File: config.mk
export PLATFORM = sky130hd
export DESIGN_NAME = windower_k
export DESIGN_NICKNAME = d
export VERILOG_FILES = /design/src/rtl/windower_k.sv
export SDC_FILE = /design/constraint.sdc
export NUM_CORES = 1
export LEC_CHECK = 0
export CAP_MARGIN = 25
export CORE_UTILIZATION = 57
export DETAILED_ROUTE_END_ITERATION = 8
export PLACE_DENSITY = 0.91
export SKIP_CTS_REPAIR_TIMING = 1
export SLEW_MARGIN = 20
export SYNTH_ARGS = -nofsm -noshare
export SYNTH_HDL_FRONTEND = slang
export SYNTH_SLANG_ARGS = --single-unit
File: constraint.sdc
create_clock -name clk -period 3.35 [get_ports clk]
set_input_delay 0.5025 -clock clk [delete_from_list [all_inputs] [get_ports clk]]
set_output_delay 0.5025 -clock clk [all_outputs]
set_load 0.01 [all_outputs]
File: src/rtl/windower_k.sv
// Streaming 1-D windower: each output beat carries the T+K-1 samples that cover
// T consecutive K-wide windows, with zero or replicate padding at image edges.
module windower_k #(
    parameter int NO_CH         = 2,
    parameter int LOG2_IMG_SIZE = 10,
    parameter int THROUGHPUT    = 1,
    parameter int KERNEL        = 3,
    parameter int PAD_MODE      = 0
) (
    input  logic                                      clk,
    input  logic                                      rst,
    input  logic                                      vld_in,
    input  logic [THROUGHPUT-1:0][NO_CH-1:0]          data_in,
    output logic                                      vld_out,
    output logic [THROUGHPUT+KERNEL-2:0][NO_CH-1:0]   data_out,
    output logic                                      sof_out,
    output logic                                      eof_out,
    output logic [1:0]                                dbg_state_o
);

    localparam int T  = THROUGHPUT;
    localparam int P  = (KERNEL - 1) / 2;
    localparam int W  = T + 2 * P;
    localparam int CW = (LOG2_IMG_SIZE > 0) ? LOG2_IMG_SIZE : 1;
    localparam logic [CW-1:0] LAST_BEAT = CW'((1 << LOG2_IMG_SIZE) - 1);
    localparam bit SINGLE = (LOG2_IMG_SIZE == 0);

    // Valid-only stream: a beat is taken on every edge where vld_in is high; no ready exists.
    typedef enum logic [1:0] {IDLE, PRIME, RUN, FLUSH} state_t;

    state_t                      state_q, state_d;
    logic [CW-1:0]               cnt_q, cnt_d;
    logic [T-1:0][NO_CH-1:0]     cur_q, cur_d;
    logic [P-1:0][NO_CH-1:0]     prev_q, prev_d;
    logic                        vld_q, vld_d;
    logic                        sof_q, sof_d;
    logic                        eof_q, eof_d;
    logic [W-1:0][NO_CH-1:0]     data_q, data_d;

    logic                        last_beat;
    logic [CW-1:0]               cnt_inc;
    logic                        left_edge;
    logic                        right_edge;
    logic [NO_CH-1:0]            lpad;
    logic [NO_CH-1:0]            rpad;
    logic [W-1:0][NO_CH-1:0]     win;

    always_comb begin
        last_beat  = (cnt_q == LAST_BEAT);
        cnt_inc    = last_beat ? '0 : cnt_q + CW'(1);
        // In FLUSH of a one-beat image the stored beat is also the first one.
        left_edge  = (state_q == PRIME) || ((state_q == FLUSH) && SINGLE);
        right_edge = (state_q == FLUSH);
        lpad       = (PAD_MODE == 1) ? cur_q[0]   : '0;
        rpad       = (PAD_MODE == 1) ? cur_q[T-1] : '0;
        win        = '0;
        for (int i = 0; i < P; i++) begin
            win[i]         = left_edge  ? lpad : prev_q[i];
            win[P + T + i] = right_edge ? rpad : data_in[i];
        end
        for (int i = 0; i < T; i++) begin
            win[P + i] = cur_q[i];
        end
    end

    always_comb begin
        state_d = state_q;
        cnt_d   = cnt_q;
        cur_d   = cur_q;
        prev_d  = prev_q;
        vld_d   = 1'b0;
        sof_d   = 1'b0;
        eof_d   = 1'b0;
        data_d  = data_q;
        case (state_q)
            IDLE: begin
                if (vld_in) begin
                    cur_d   = data_in;
                    cnt_d   = cnt_inc;
                    state_d = SINGLE ? FLUSH : PRIME;
                end
            end
            PRIME, RUN: begin
                if (vld_in) begin
                    vld_d  = 1'b1;
                    sof_d  = (state_q == PRIME);
                    data_d = win;
                    for (int i = 0; i < P; i++) begin
                        prev_d[i] = cur_q[T - P + i];
                    end
                    cur_d   = data_in;
                    cnt_d   = cnt_inc;
                    state_d = last_beat ? FLUSH : RUN;
                end
            end
            FLUSH: begin
                vld_d  = 1'b1;
                eof_d  = 1'b1;
                sof_d  = SINGLE;
                data_d = win;
                if (vld_in) begin
                    cur_d   = data_in;
                    cnt_d   = cnt_inc;
                    state_d = SINGLE ? FLUSH : PRIME;
                end else begin
                    state_d = IDLE;
                end
            end
            default: state_d = IDLE;
        endcase
    end

    always_ff @(posedge clk or negedge rst) begin
        if (!rst) begin
            state_q <= IDLE;
            cnt_q   <= '0;
            cur_q   <= '0;
            prev_q  <= '0;
            vld_q   <= 1'b0;
            sof_q   <= 1'b0;
            eof_q   <= 1'b0;
            data_q  <= '0;
        end else begin
            state_q <= state_d;
            cnt_q   <= cnt_d;
            cur_q   <= cur_d;
            prev_q  <= prev_d;
            vld_q   <= vld_d;
            sof_q   <= sof_d;
            eof_q   <= eof_d;
            data_q  <= data_d;
        end
    end

    assign vld_out     = vld_q;
    assign sof_out     = sof_q;
    assign eof_out     = eof_q;
    assign data_out    = data_q;
    assign dbg_state_o = state_q;

endmodule
Word-level counts from Yosys, hierarchy flattened --
Index checks and enable logic that the tools add are counted.
Operators by class: add/subtract/negate cells 1, multipliers 0, div/mod/pow operators 0, order comparisons 0, equal/unequal tests 7, shift-type cells 0, mux-type cells 19, bitwise operators 0, reductions and logical operators 7
Operator list (number):
- two-way mux 10 bit | 3
- two-way mux 2 bit | 6
- one-hot mux 6 bit (2 select lines) | 1
- adder 10 x 1 -> 10 bit (second input constant) | 1
- == test 10 bit (second input constant) | 1
- two-way mux 1 bit | 6
- two-way mux 6 bit | 1
- one-hot mux 2 bit (3 select lines) | 1
- AND reduction 2 bit | 3
- == test 2 bit (second input constant) | 2
- != test 2 bit (second input constant) | 2
- OR reduction 4 bit | 1
- == test 2 x 1 -> 1 bit (second input constant) | 1
- zero test 2 bit | 1
- != test 2 x 1 -> 1 bit (second input constant) | 1
- one-hot mux 1 bit (2 select lines) | 1
- nonzero test 2 bit | 1
- OR reduction 2 bit | 1
Word-level totals: register bits after elaboration 25, latch bits 0, RAM bits 0, memory bits (read-only) 0, input bits 5, output and inout port bits 11, logic and storage cells 44, memories 0

Logic depth before layout (Yosys ltp) --
Gate-level depths: netlist (run 1).
word-level depth 4, gate-level depth with buffers 7, depth with buffers taken out 6

Least setup slack after synthesis (run 1) --
No wires, ideal clock.
path type register to register, start point register state_q[0] (netlist: dbg_state_o[0]), end point register data_q (netlist bit data_out[2]), setup time 0.125 ns, arrival time 1.643 ns, required time 3.225 ns, setup slack 1.582 ns, stages on the path, launching flop included 6, buffers on the path 1, clock period less this slack 1.768 ns, cells stage by stage dfrtp_1 > inv_1 > ha_1 > clkbuf_1 > o21a_1 > mux2_2
On the way: word-level cells in the longest chain between the ends 4, elaborated cells on any way between the ends 8, classes of those cells eq/ne (4); mux (1); reduce/logical (3)
Ends and longest elaborated chain:
- start: declaration | line 31 | state_t state_q, state_d;
- start signal: assignment | line 124 | state_q <= state_d;
- == test 2 x 1 -> 1 bit or == test 2 bit (tied branches) | line 75 | case (state_q)
- OR reduction 2 bit | line 75
- != test 2 bit (no source line) or nonzero test 2 bit (tied branches)
- AND reduction 2 bit (no source line)
- end signal: assignment | line 131 | data_q <= data_d;
- end: declaration | line 38 | logic [W-1:0][NO_CH-1:0] data_q, data_d;
Several ways; a longest one is shown, not always the timed one. A chain may end at the register's enable or synchronous reset.

Final worst setup path (run 1) --
start point register state_q[0] (netlist: dbg_state_o[0]), end point register data_q (netlist bit data_out[3])
The elaborated chain is that of the path after synthesis.

==> results.ini, run 1 <==
[yosys]
synth_nets = 125
synth_seq_cells = 25
synth-simple-area-share = 0.194
async_flop_share = 1.00
synthCells = 114
seq_area_frac_synth = 0.521
synth_commonest_cells = dfrtp_1 (25), nand2_1 (16), ha_1 (6), nor2_1 (6), o21ai_0 (6)
synth_xor_area_frac = 0.0511
postSynthAreaPerCell_um2 = 10.5
synth.most_common_cell = dfrtp_1
synthTopCellsByArea = dfrtp_1 (52%), ha_1 (6.3%), nand2_1 (5.0%)
syn_area_um2 = 1200
synth_fa_ha_area_frac = 0.0626
synth.distinct_cells = 29
synth_top_area_share = 0.521
synthMuxAreaShare = 0.0459
synth_top_family_by_area = simple AND/OR/NAND/NOR gates
synthFlopType = dfrtp_1
yosysWarnings = 0
synth_top_area_cell = dfrtp_1
synth_edf_count = 0
synth-compound-area-share = 0.0970

[layout]
synthToLayoutAreaGrowth_pct = 17.3
fin_nets = 143
stdcell_count = 158
n_fill_cell = 149
diodes = 0
layout-drive-gt1-share = 0.0763

[sta]
setup_ws_ns = 1.40
drv_slew = 0
finalSetupTns_ns = 0
period_needed_ns = 1.95
max_slew_margin = 0.650
fmax_mhz = 512
rsz0062_at_grt = false
whs_ns = 0.499
finalHoldViolCount = 0
finalSetupViolCount = 0
post-route-period-util = 0.583
skew_ns = 0.00537
worst_slew_pin_slew_ns = 0.523

[power_and_ir_drop]
p_total_w = 0.00127
p_leak_nw = 0.630
powerDensity_nw_per_um2 = 905
vdd_drop_max_v = 0.000566

[floorplanning]
die_area_um2 = 2290
die-width_um = 47.9
io_pins = 16
start_util = 0.612
core-area_um2 = 1960
num_rows = 16
die_height_um = 47.9

[setup_path]
crit_arrival_ns = 2.18
critPathLaunchType = register
cp-end-kind = register
crit_type = reg -> reg
cp_max_fo = 11
cp_top_family = flip-flops
path_cells = inv_1 -> ha_1 -> nand2_1 -> o21a_1 -> mux2_2
critPathMaxStageDelay_ns = 0.48
worst-endpoint-required_ns = 3.57
slowest_stage = dfrtp_1
path_buf_inv = 1

[clock_tree]
root_buffer = clkbuf_4
htreeDepth = 1
cts.sinks = 25
cts_buffers = 3
clockBufferDepth = 2
clkTransAtPathRegs_ns = 0.13
worstSkewPairLatency_ns = 0.32
cts_tree = done

[detailed_routing]
drtPass1Iterations = 4
drc = 0
avgRoutedWirePerCell_um = 13.5
routed_wl_mm = 2.13
first_iter_violations = 21
vias_per_cell = 5.49
vias = 868
ant_nets = 0

[job]
cap_violations = 0

[min_path]
hold_path.class = reg -> reg

[place]
place_ws_ns = 1.23
dp_hpwl_mm = 1.68
io_buffer_count = 15
dp_cells = 154
place.gp.congestion = 0.845

[grt]
grt_overflow_total = 0
grt_pass1_vias = 796
grt_max_degree = 16
antenna_found_initial = 0
track_usage = 0.208
grt_pass1_wl_mm = 3.26

[outcome]
status = complete, no violations

[worst register-to-register path, stage by stage (launching register included)]
cell,delay [ns]
dfrtp_1,0.48
inv_1,0.12
ha_1,0.45
nand2_1,0.20
o21a_1,0.25
mux2_2,0.36
[cells by family after synthesis]
kind of cell,count (synthesis)
and+or+nand+nor,45
DFF,25
AOI/OAI and AO/OA,19
xor gates and xnor gates,7
buffers and inverters,7
adders and majority gates,6
muxes,5
[state kept, by name, summed over array words and instances, names as in the netlist]
name,count
cnt_q,10
cur_q,2
data_out,6
dbg_state_o,2
eof_out,1
prev_q,2
sof_out,1
vld_out,1
[cells in the final DEF (no fill, tap or decap)]
cell and count:
ha_1 6, nand3_1 3, a31oi_1 2, a21oi_1 5, nand2b_1 2, o21ai_0 6
clkinv_2 1, and3_1 2, buf_8 1, nor3_1 4, xnor2_1 4, mux2_2 4
clkdlybuf4s50_1 15, nor4_4 1, inv_1 4, nor2_1 6, o2111ai_1 2, nand2_1 16
dfrtp_1 25, o211ai_1 1, or2_1 1, a21o_1 1, nor2b_1 3, and2_1 3
clkbuf_4 3, o32ai_1 1, nand4_1 3, or3_1 1, mux2i_1 1, xor2_1 3
o21a_1 1
[path summary, 6_finish.rpt]
kind | slack, ns | to | cells past startpoint | start
max | 1.40 | data_out[3] | 5 | dbg_state_o[0]
min | 0.50 | data_out[0] | 2 | data_out[0]
max reg2reg | 1.40 | data_out[3] | 5 | dbg_state_o[0]
min reg2reg | 0.50 | data_out[0] | 2 | data_out[0]
max in group asynchronous | 2.36 | cnt_q[5] | 2 | rst
min in group asynchronous | 0.51 | data_out[1] | 1 | rst
[power by group]
group	switching, W	internal (W)
sequential	0.0000970	0.000425
combinational	0.000314	0.000305
clock	0.0000893	0.0000447
[routing by layer]
layer / wire length, um / up-vias / global-route usage / part of all wire
li1: - / 432 / - / -
met1: 929 / 416 / 0.263 / 0.44
met2: 1110 / 18 / 0.357 / 0.52
met3: 62 / 2 / 0.0377 / 0.029
met4: 23 / 0 / 0.0722 / 0.011
met5: 0 / - / 0 / 0
[cell type report]
class	count	area, um^2	share of cell area
sequential	25	626	0.444
multi-input combinational	82	541	0.384
timing repair buffer	16	165	0.117
tap	27	33.8	0.0240
clock buffer	3	22.5	0.0160
inverter	4	15.0	0.0107
clock inverter	1	5.00	0.00356
[per-stage QoR]
stage,utilization,instance area [um^2]
after global placement,0.696,1370
after floorplan,-,1200
final,0.717,1410
after global routing,0.717,1410
after detailed placement,0.703,1380
after CTS,0.717,1410
Note: power is estimated with default switching activity, not from simulation.
==> inputs of run 2 (changes only) <==
--- a/config.mk
+++ b/config.mk
@@ -6,9 +6,9 @@
 export NUM_CORES = 1
 export LEC_CHECK = 0
 export CAP_MARGIN = 25
-export CORE_UTILIZATION = 57
+export CORE_UTILIZATION = 53
 export DETAILED_ROUTE_END_ITERATION = 8
-export PLACE_DENSITY = 0.91
+export PLACE_DENSITY = 0.86
 export SKIP_CTS_REPAIR_TIMING = 1
 export SLEW_MARGIN = 20
 export SYNTH_ARGS = -nofsm -noshare
==> constraint.sdc (replaced) <==
create_clock -name clk -period 1.8 [get_ports clk]
set_input_delay 0.27 -clock clk [delete_from_list [all_inputs] [get_ports clk]]
set_output_delay 0.27 -clock clk [all_outputs]
set_load 0.01 [all_outputs]
==> run 2 against run 1 <==
Net effect:
- count of clock-buffer cells in the layout up 1
- final cell count grew 3.8%
- power up 96%
- global-route usage fell by 0.66 points
- clock power is 79% higher
- critical path depth up 2
- worst hold slack lost 0.18 ns
- critical endpoint is now cnt_q[5]
==> results.ini, run 2 (synthesis results as in run 1) <==
[detailed_routing]
first_iter_violations = 7  ; was 21
vias_per_cell = 5.48  ; was 5.49
routed_wl_mm = 2.24  ; was 2.13 mm
ant_nets = 0  ; unchanged
avgRoutedWirePerCell_um = 13.7  ; was 13.5 um
drtPass1Iterations = 4  ; unchanged
vias = 899  ; was 868
drc = 0  ; unchanged

[setup_path]
cp_max_fo = 4  ; was 11
cp-end-kind = register  ; unchanged
worst-endpoint-required_ns = 2.01  ; was 3.57 ns
critPathLaunchType = register  ; unchanged
reg2reg_slack_ns = 0.07  ; was 1.40 ns
crit_arrival_ns = 1.94  ; was 2.18 ns
regToRegEndpoint = cnt_q[5]  ; was data_out[3]
crit_type = reg -> reg  ; unchanged
r2r_cells = 7  ; was 5
r2r_start = dbg_state_o[1]  ; was dbg_state_o[0]

[power_and_ir_drop]
p_sw_w = 0.000949  ; was 0.000500 W
vdd_drop_max_v = 0.00109  ; was 0.000566 V
power_frac_comb = 0.513  ; was 0.485
p_int_w = 0.00155  ; was 0.000775 W
p_sw_frac = 0.380  ; was 0.392
power_frac_seq = 0.390  ; was 0.410
clock_power_share = 0.096  ; was 0.105
p_leak_nw = 0.649  ; was 0.630 nW
powerDensity_nw_per_um2 = 1710  ; was 905 nW/um^2

[clock_tree]
root_buffer = clkbuf_4  ; unchanged
worstSkewPairLatency_ns = 0.31  ; was 0.32 ns
cts_buffers = 3  ; unchanged
htreeDepth = 1  ; unchanged
cts_tree = done  ; unchanged
clkTransAtPathRegs_ns = 0.12  ; was 0.13 ns
clockBufferDepth = 2  ; unchanged
cts.sinks = 25  ; unchanged

[place]
dp_cells = 158  ; was 154
place.gp.congestion = 0.962  ; was 0.845
io_buffer_count = 15  ; unchanged
dp_hpwl_mm = 1.73  ; was 1.68 mm
place_ws_ns = -0.0781  ; was 1.23 ns

[sta]
finalSetupTns_ns = 0  ; unchanged
post-route-period-util = 0.960  ; was 0.583
skew_ns = 0.000702  ; was 0.00537 ns
whs_ns = 0.315  ; was 0.499 ns
finalHoldViolCount = 0  ; unchanged
setup_ws_ns = 0.0716  ; was 1.40 ns
period_needed_ns = 1.73  ; was 1.95 ns
fmax_mhz = 579  ; was 512 MHz
worst_slew_pin_slew_ns = 0.344  ; was 0.523 ns
max_slew_margin = 0.770  ; was 0.650
finalSetupViolCount = 0  ; unchanged
rsz0062_at_grt = false  ; unchanged
drv_slew = 0  ; unchanged

[grt]
use_met3 = 0.0340  ; was 0.0377
grt_use_met2 = 0.360  ; was 0.357
grt_pass1_wl_mm = 3.74  ; was 3.26 mm
antenna_found_initial = 0  ; unchanged
track_usage = 0.201  ; was 0.208
grt_overflow_total = 0  ; unchanged
grt_use_met1 = 0.222  ; was 0.263
grt_max_degree = 26  ; was 16
grt_busiest_layer = met2  ; unchanged
grt_pass1_vias = 906  ; was 796

[layout]
top_register = cnt_q  ; unchanged
synthToLayoutAreaGrowth_pct = 22.0  ; was 17.3%
fin_nets = 149  ; was 143
largest_reg_flops = 10  ; unchanged
diodes = 0  ; unchanged
final_common_cell = dfrtp_1  ; unchanged
layout-drive-gt1-share = 0.168  ; was 0.0763
stdcell_count = 164  ; was 158
layout_common_cells = dfrtp_1 (24), nand2_1 (16), clkdlybuf4s50_1 (15)  ; was dfrtp_1 (25), nand2_1 (16), clkdlybuf4s50_1 (15)

[floorplanning]
num_rows = 16  ; unchanged
die-width_um = 49.6  ; was 47.9 um
die_area_um2 = 2460  ; was 2290 um^2
die_height_um = 49.6  ; was 47.9 um
core-area_um2 = 2040  ; was 1960 um^2
io_pins = 16  ; unchanged
start_util = 0.588  ; was 0.612

[outcome]
status = complete, no violations  ; unchanged

[min_path]
hold_path.class = in -> async  ; was reg -> reg

[job]
cap_violations = 0  ; unchanged

[run 2: cell count changes in the layout (fill, tap and decap cells not counted), moves of 2 or more]
cell    delta
nor2_1     -2
nor2_2     +2
buf_4      +7
ha_2       +2
ha_1       -2
[run 2: metal layers]
layer  part of all wire  wire (um)
met4              0.018         40
met1               0.44        981
met2               0.52       1170
met5                  0          0
met3              0.022         50
[run 2: cell type report]
cell class,count,area [um^2]
Fill cell,156,578
Timing Repair Buffer,22,203
Tap cell,27,33.8
Clock buffer,4,26.3
Sequential cell,25,627
Inverter,4,15.0
Multi-Input combinational cell,82,559
[run 2: metrics by stage]
| step | cell area [um^2] | total power (W) | utilization |
|---|---|---|---|
| after floorplan | 1200 | 0.00174 | - |
| after global placement | 1400 | 0.00213 | 0.687 |
| after detailed placement | 1400 | 0.00219 | 0.687 |
| after CTS | 1430 | 0.00243 | 0.700 |
| after global routing | 1460 | 0.00269 | 0.717 |
| final | 1460 | 0.00250 | 0.717 |
[run 2: worst max path at each step]
stage	startpoint	to	slack (ns)	cells past startpoint
6_report	dbg_state_o[1]	cnt_q[5]	0.07	7
5_1_grt	dbg_state_o[1]	cnt_q[3]	0.001	7
4_1_cts	dbg_state_o[0]	cnt_q[8]	-0.09	6
3_5_place_dp	dbg_state_o[0]	cnt_q[8]	-0.08	6
3_3_place_gp	dbg_state_o[1]	cnt_q[6]	0.07	6
2_1_floorplan	dbg_state_o[0]	data_out[2]	0.03	5
[run 2: worst max-delay path, stage by stage (launching register included)]
cell and delay (ns):
dfrtp_1 0.45, buf_4 0.15, ha_1 0.20, nor4_4 0.29
buf_4 0.19, o2111ai_1 0.12, xor2_1 0.17, nor2_1 0.06
[run 2: power by group through the flow]
stage               Combinational [W]  Sequential, W  Clock (W)
floorplan                    0.000745       0.000994          0
detailed placement            0.00121       0.000981          0
CTS                           0.00121       0.000967   0.000250
finish                        0.00128       0.000975   0.000240
global route                  0.00141        0.00101   0.000270
global placement              0.00117       0.000963          0
==> inputs of run 3 (changes only) <==
--- a/config.mk
+++ b/config.mk
@@ -8,8 +8,9 @@
 export CAP_MARGIN = 25
 export CORE_UTILIZATION = 53
 export DETAILED_ROUTE_END_ITERATION = 8
-export PLACE_DENSITY = 0.86
+export PLACE_DENSITY = 0.88
 export SKIP_CTS_REPAIR_TIMING = 1
+export SKIP_LAST_GASP = 1
 export SLEW_MARGIN = 20
 export SYNTH_ARGS = -nofsm -noshare
 export SYNTH_HDL_FRONTEND = slang
==> run 3 against run 2 <==
Net effect:
- global-route usage up 2.6 points
- clock skew up 0.0069 ns
- worst hold slack worse by 0.018 ns
- critical endpoint is now cnt_q[8]
- largest cell class unchanged
- die area unchanged
- routed wire length up 11%
- combinational power up 5%
==> results.ini, run 3 (synthesis results as in run 1) <==
[layout]
n_fill_cell = 147  ; was 156
fin_nets = 150  ; was 149
diodes = 0  ; unchanged
layout_common_cells = dfrtp_1 (24), nand2_1 (16), clkdlybuf4s50_1 (15)  ; unchanged
ff_latch_area_um2 = 627  ; unchanged
layout-drive-gt1-share = 0.167  ; was 0.168
stdcell_count = 165  ; was 164
largest_reg_flops = 10  ; unchanged
utilization = 0.719  ; was 0.717
multi_input_area_um2 = 557  ; was 559 um^2
final_common_cell = dfrtp_1  ; unchanged
fin_area_um2 = 1470  ; was 1460 um^2
synthToLayoutAreaGrowth_pct = 22.4  ; was 22.0%
top_register = cnt_q  ; unchanged

[power_and_ir_drop]
powerDensity_nw_per_um2 = 1740  ; was 1710 nW/um^2
p_sw_frac = 0.389  ; was 0.380
power_frac_seq = 0.381  ; was 0.390
clock_power_share = 0.096  ; about the same
power_frac_comb = 0.522  ; was 0.513
p_int_w = 0.00156  ; was 0.00155 W
vdd_drop_max_v = 0.000972  ; was 0.00109 V
p_sw_w = 0.000993  ; was 0.000949 W
p_leak_nw = 0.649  ; about the same

[place]
place.gp.congestion = 0.934  ; was 0.962
place_area_um2 = 1410  ; was 1400 um^2
dp_hpwl_mm = 1.76  ; was 1.73 mm
io_buffer_count = 15  ; unchanged
dp_cells = 159  ; was 158

[floorplanning]
die-width_um = 49.6  ; unchanged
num_rows = 16  ; unchanged
start_util = 0.588  ; unchanged
die_area_um2 = 2460  ; unchanged
core-area_um2 = 2040  ; unchanged
die_height_um = 49.6  ; unchanged
io_pins = 16  ; unchanged

[setup_path]
worst-endpoint-required_ns = 2.01  ; about the same
cp_max_fo = 7  ; was 4
cp-end-kind = register  ; unchanged
reg2reg_slack_ns = 0.04  ; was 0.07 ns
crit_type = reg -> reg  ; unchanged
crit_arrival_ns = 1.97  ; was 1.94 ns
r2r_start = dbg_state_o[1]  ; unchanged
regToRegEndpoint = cnt_q[8]  ; was cnt_q[5]
r2r_cells = 6  ; was 7
critPathLaunchType = register  ; unchanged

[grt]
track_usage = 0.227  ; was 0.201
antenna_found_initial = 0  ; unchanged
grt_max_degree = 26  ; unchanged
grt_pass1_vias = 924  ; was 906
grt_overflow_total = 0  ; unchanged
grt_pass1_wl_mm = 4.09  ; was 3.74 mm

[detailed_routing]
drtPass1Iterations = 4  ; unchanged
vias_per_cell = 5.64  ; was 5.48
ant_nets = 0  ; unchanged
drc = 0  ; unchanged
routed_wl_mm = 2.50  ; was 2.24 mm
first_iter_violations = 37  ; was 7
avgRoutedWirePerCell_um = 15.1  ; was 13.7 um
vias = 931  ; was 899

[outcome]
status = complete, no violations  ; unchanged

[sta]
post-route-period-util = 0.977  ; was 0.960
fmax_mhz = 569  ; was 579 MHz
period_needed_ns = 1.76  ; was 1.73 ns
rsz0062_at_grt = true  ; was false
finalHoldViolCount = 0  ; unchanged
skew_ns = 0.00761  ; was 0.000702 ns
drv_slew = 0  ; unchanged
max_slew_margin = 0.753  ; was 0.770
finalSetupViolCount = 0  ; unchanged
worst_slew_pin_slew_ns = 0.369  ; was 0.344 ns

[clock_tree]
cts.sinks = 25  ; unchanged
cts_buffers = 3  ; unchanged
clockBufferDepth = 2  ; unchanged
worstSkewPairLatency_ns = 0.32  ; was 0.31 ns
root_buffer = clkbuf_4  ; unchanged
cts_tree = done  ; unchanged
clkTransAtPathRegs_ns = 0.13  ; was 0.12 ns
htreeDepth = 1  ; unchanged

[job]
cap_violations = 0  ; unchanged

[min_path]
hold_path.class = in -> async  ; unchanged

## run 3: cell count changes in the layout (fill, tap and decap cells not counted), sizes merged
cell	previous run	this run
buf	7	8
## run 3: power by group through the flow
stage,logic [W],registers (W),clock network [W]
after global routing,0.00147,0.00100,0.000272
after detailed placement,0.00124,0.000979,0
after global placement,0.00118,0.000962,0
after floorplan,0.000745,0.000994,0
after CTS,0.00126,0.000967,0.000252
final,0.00134,0.000975,0.000246
## run 3: worst max-delay path by stage
| stage | startpoint | end | slack (ns) | depth (start not counted) |
|---|---|---|---|---|
| 2_1_floorplan | dbg_state_o[0] | data_out[2] | 0.03 | 5 |
| 3_3_place_gp | dbg_state_o[0] | cnt_q[8] | 0.09 | 6 |
| 3_5_place_dp | dbg_state_o[0] | cnt_q[8] | -0.02 | 6 |
| 4_1_cts | dbg_state_o[0] | cnt_q[9] | -0.11 | 6 |
| 5_1_grt | dbg_state_o[1] | cnt_q[6] | -0.05 | 6 |
| 6_report | dbg_state_o[1] | cnt_q[8] | 0.04 | 6 |
## run 3: stage by stage
stage | total power, W | setup TNS, ns | hold WS [ns] | worst slack (ns)
2_1_floorplan | 0.00174 | 0 | -0.0256 | 0.0322
3_3_place_gp | 0.00214 | 0 | 0.464 | 0.0921
3_5_place_dp | 0.00222 | -0.0508 | 0.471 | -0.0249
4_1_cts | 0.00248 | -0.483 | 0.307 | -0.111
5_1_grt | 0.00274 | -0.188 | 0.315 | -0.0537
6_report | 0.00256 | 0 | 0.297 | 0.0421
## run 3: cell type report
class | instances | area share
multi-input combinational | 82 | 0.379
tap | 27 | 0.0230
timing repair buffer | 23 | 0.143
inverter | 4 | 0.0102
clock buffer | 4 | 0.0179
sequential | 25 | 0.427
## run 3: critical path, cell delays in order (launching register included)
cell	delay, ns
dfrtp_1	0.41
inv_1	0.11
ha_2	0.22
nor4_4	0.35
or2_1	0.27
nand4_1	0.14
xnor2_1	0.15
## run 3: metal layers
layer / track usage / routed length, um / share of wire / up-vias
met2: 0.412 / 1340 / 0.54 / 30
met3: 0.0370 / 79 / 0.032 / 6
li1: - / - / - / 443
met1: 0.262 / 1050 / 0.42 / 452
met5: 0 / 0 / 0 / -
met4: 0.0905 / 18 / 0.0072 / 0
==> patch: new RTL, flow settings as in run 2 <==
`data_q` no longer has a reset.
--- a/src/rtl/windower_k.sv
+++ b/src/rtl/windower_k.sv
@@ -121,3 +121,2 @@
             eof_q   <= 1'b0;
-            data_q  <= '0;
         end else begin
@@ -130,4 +129,7 @@
             eof_q   <= eof_d;
-            data_q  <= data_d;
         end
+    end
+
+    always_ff @(posedge clk) begin
+        data_q <= data_d;
     end
Formal check against the unedited RTL: differs if rst is asserted again (counterexample within 4 cycles, from zero or initial values and one cycle with rst low); with rst held inactive, the same outputs for 10 cycles.
==> patch against run 2 <==
  * Count of clock-buffer cells in the layout stayed put
  * Global-route usage is 0.72 points higher
  * Routed wire length is 8.2% higher
  * Setup slack better by 0.011 ns
  * Total power is 9.1% higher
  * Sequential cell count stayed put
  * Critical path depth stayed put
  * Area after synthesis is 2.7% lower
  * Hold slack worse by 0.045 ns
  * Final area is 2.8% higher
  * Critical path type unchanged
  * Largest power group unchanged
==> patch: results (changes against run 2) <==
The number of enable-type register cells in the synthesized netlist was 6 (was 0). The via count of the first global-routing pass came out at 856 (was 906). The antenna diode instance count is 0 (unchanged). The headroom to the max-slew limit was 64.9% (was 77.0%).

The first-pass GRT wire length came out at 3730 um (was 3740 um). The end of the worst register-to-register path is cnt_q[4] (was cnt_q[5]). The number of detailed-route iterations in the first pass is 4 (unchanged). The number of nets produced by synthesis is 111 (was 125). The met2 layer wire length in the routed design came out at 1240 um (was 1170 um). The biggest cell delay along the critical path is around 0.44 ns. The placed instance area is 1400 sq um (about the same). The final-layout fill cell count is 126 (was 156).

The instance count of the mapped netlist was 100 (was 114). Top cell types by occurrence after synthesis: dfrtp_1, nand2_1, a21oi_1 (was dfrtp_1, nand2_1, ha_1, nor2_1, o21ai_0). The global placement routability congestion is 0.835 (was 0.962). The share of synthesized registers carrying an async set or reset came out at 76.0% (was 100%). The clock latency on the worst-skew pair came out at 0.31 ns (about the same).

The data arrival time at the worst-slack endpoint came out at a little under 2 ns. The largest voltage drop on the vdd net was 0.00160 V (was 0.00109 V). The met3 capacity usage during global routing is 3.12% (was 3.40%). The share of post-route cells with drive strength above 1 is 24.2% (was 16.8%). Outcome: finished clean (unchanged). The number of DRC markers in iteration 0 was 17 (was 7). The number of nets in the final layout came out at 144 (was 149). The worst-case clock skew came out at 0.00511 ns (was 0.000702 ns). The wire length on met1 came to 1030 um (was 981 um). The leakage component of the power is 0.653 nW (was 0.649 nW).

The yosys synthesis warning count came out at 0 (unchanged). The number of cells in the finished layout apart from fillers came out at 159 (was 164). The met2 demand-to-capacity share in global routing is 37.7% (was 36.0%). The number of H-tree branching levels came out at 1 (unchanged). The combined global-route utilization of all metal layers came out at 20.8% (was 20.1%). The average wire per standard cell came to 15.2 um (was 13.7 um). The critical-path maximum fanout is 10 (was 4). The met1 routing resource usage after global routing came out at 25.1% (was 22.2%). The routed length on met3 is 103 um (was 50 um). The highest signal layer in the routed design is met4 (unchanged). The placed cell count came to 149 (was 158).

The number of flip-flops under the largest register name is 10 (unchanged). The initial antenna violation count came out at 0 (unchanged). The maximum number of pins on one net before global-route repair is 20 (was 26). The routed via count is 870 (was 899). The number of I/O port buffers came out at 15 (unchanged). The half-perimeter wire length after placement is 1680 um (was 1730 um). The class of the tightest hold or removal check was in2async (unchanged). The logic depth of the worst register-to-register path is 7 (unchanged). The signed area change from the synthesized netlist to the final layout came out at 28.9% (was 22.0%). The cell at the root of the clock tree was clkbuf_4 (unchanged). The CTS clock-pin slew for the worst setup and hold paths came out at 0.13 ns. The count of different cell masters after synthesis came out at 31 (was 29). The worst setup slack after placement came to -0.0646 ns (was -0.0781 ns). The launch point of the critical path is dbg_state_o[0] (was dbg_state_o[1]). The sequential cell area fraction in the yosys report is 56.2% (was 52.1%).

Top area cells in the synthesized netlist: dfrtp_1, edfxtp_1, ha_1 (was dfrtp_1, ha_1, nand2_1).
==> patch: worst max-delay path, delay by kind of cell, from the launching register on <==
kind | cells | cell delay [ns]
buf+inv | 2 | 0.19
flops | 1 | 0.44
simple gates | 3 | 0.60
fa+ha+maj | 1 | 0.23
xor+xnor | 1 | 0.16
==> patch: worst max-delay path by stage <==
stage	slack, ns	endpoint	depth (start not counted)
after floorplan	0.04	data_out[0]	3
after global placement	0.05	data_out[5]	3
after detailed placement	-0.06	data_out[4]	3
after CTS	-0.08	data_out[4]	3
after global routing	-0.03	cnt_q[4]	7
final	0.08	cnt_q[4]	7
==> patch: logic make-up (layout without fill, tap and decap cells) <==
kind of cell,after synthesis,in the layout,share of synthesized area (%)
compound gates,20,20,10.5
mux,2,2,1.93
xor+xnor,4,4,3.00
buf+inv,6,38,2.57
flops,25,25,56.2
fa+ha+maj,6,6,6.43
simple gates,37,37,19.4
==> patch: power by group <==
group	switching [W]	internal (W)	total, W
clock network	0.000158	0.0000867	0.000245
logic	0.000676	0.000721	0.00140
registers	0.000204	0.000880	0.00108
==> patch: cell type report <==
cell class                      count  area share, %
Multi-Input combinational cell     69           34.2
Sequential cell                    25           43.6
Clock buffer                        4           1.75
Inverter                            5           1.25
Timing Repair Buffer               29           17.0
Tap cell                           27           2.24
==> patch: metrics by stage <==
step           total power (W)  hold WS (ns)
2_1_floorplan          0.00175       -0.0256
3_3_place_gp           0.00222         0.463
3_5_place_dp           0.00231         0.469
4_1_cts                0.00255         0.274
5_1_grt                0.00290         0.285
6_report               0.00273         0.270
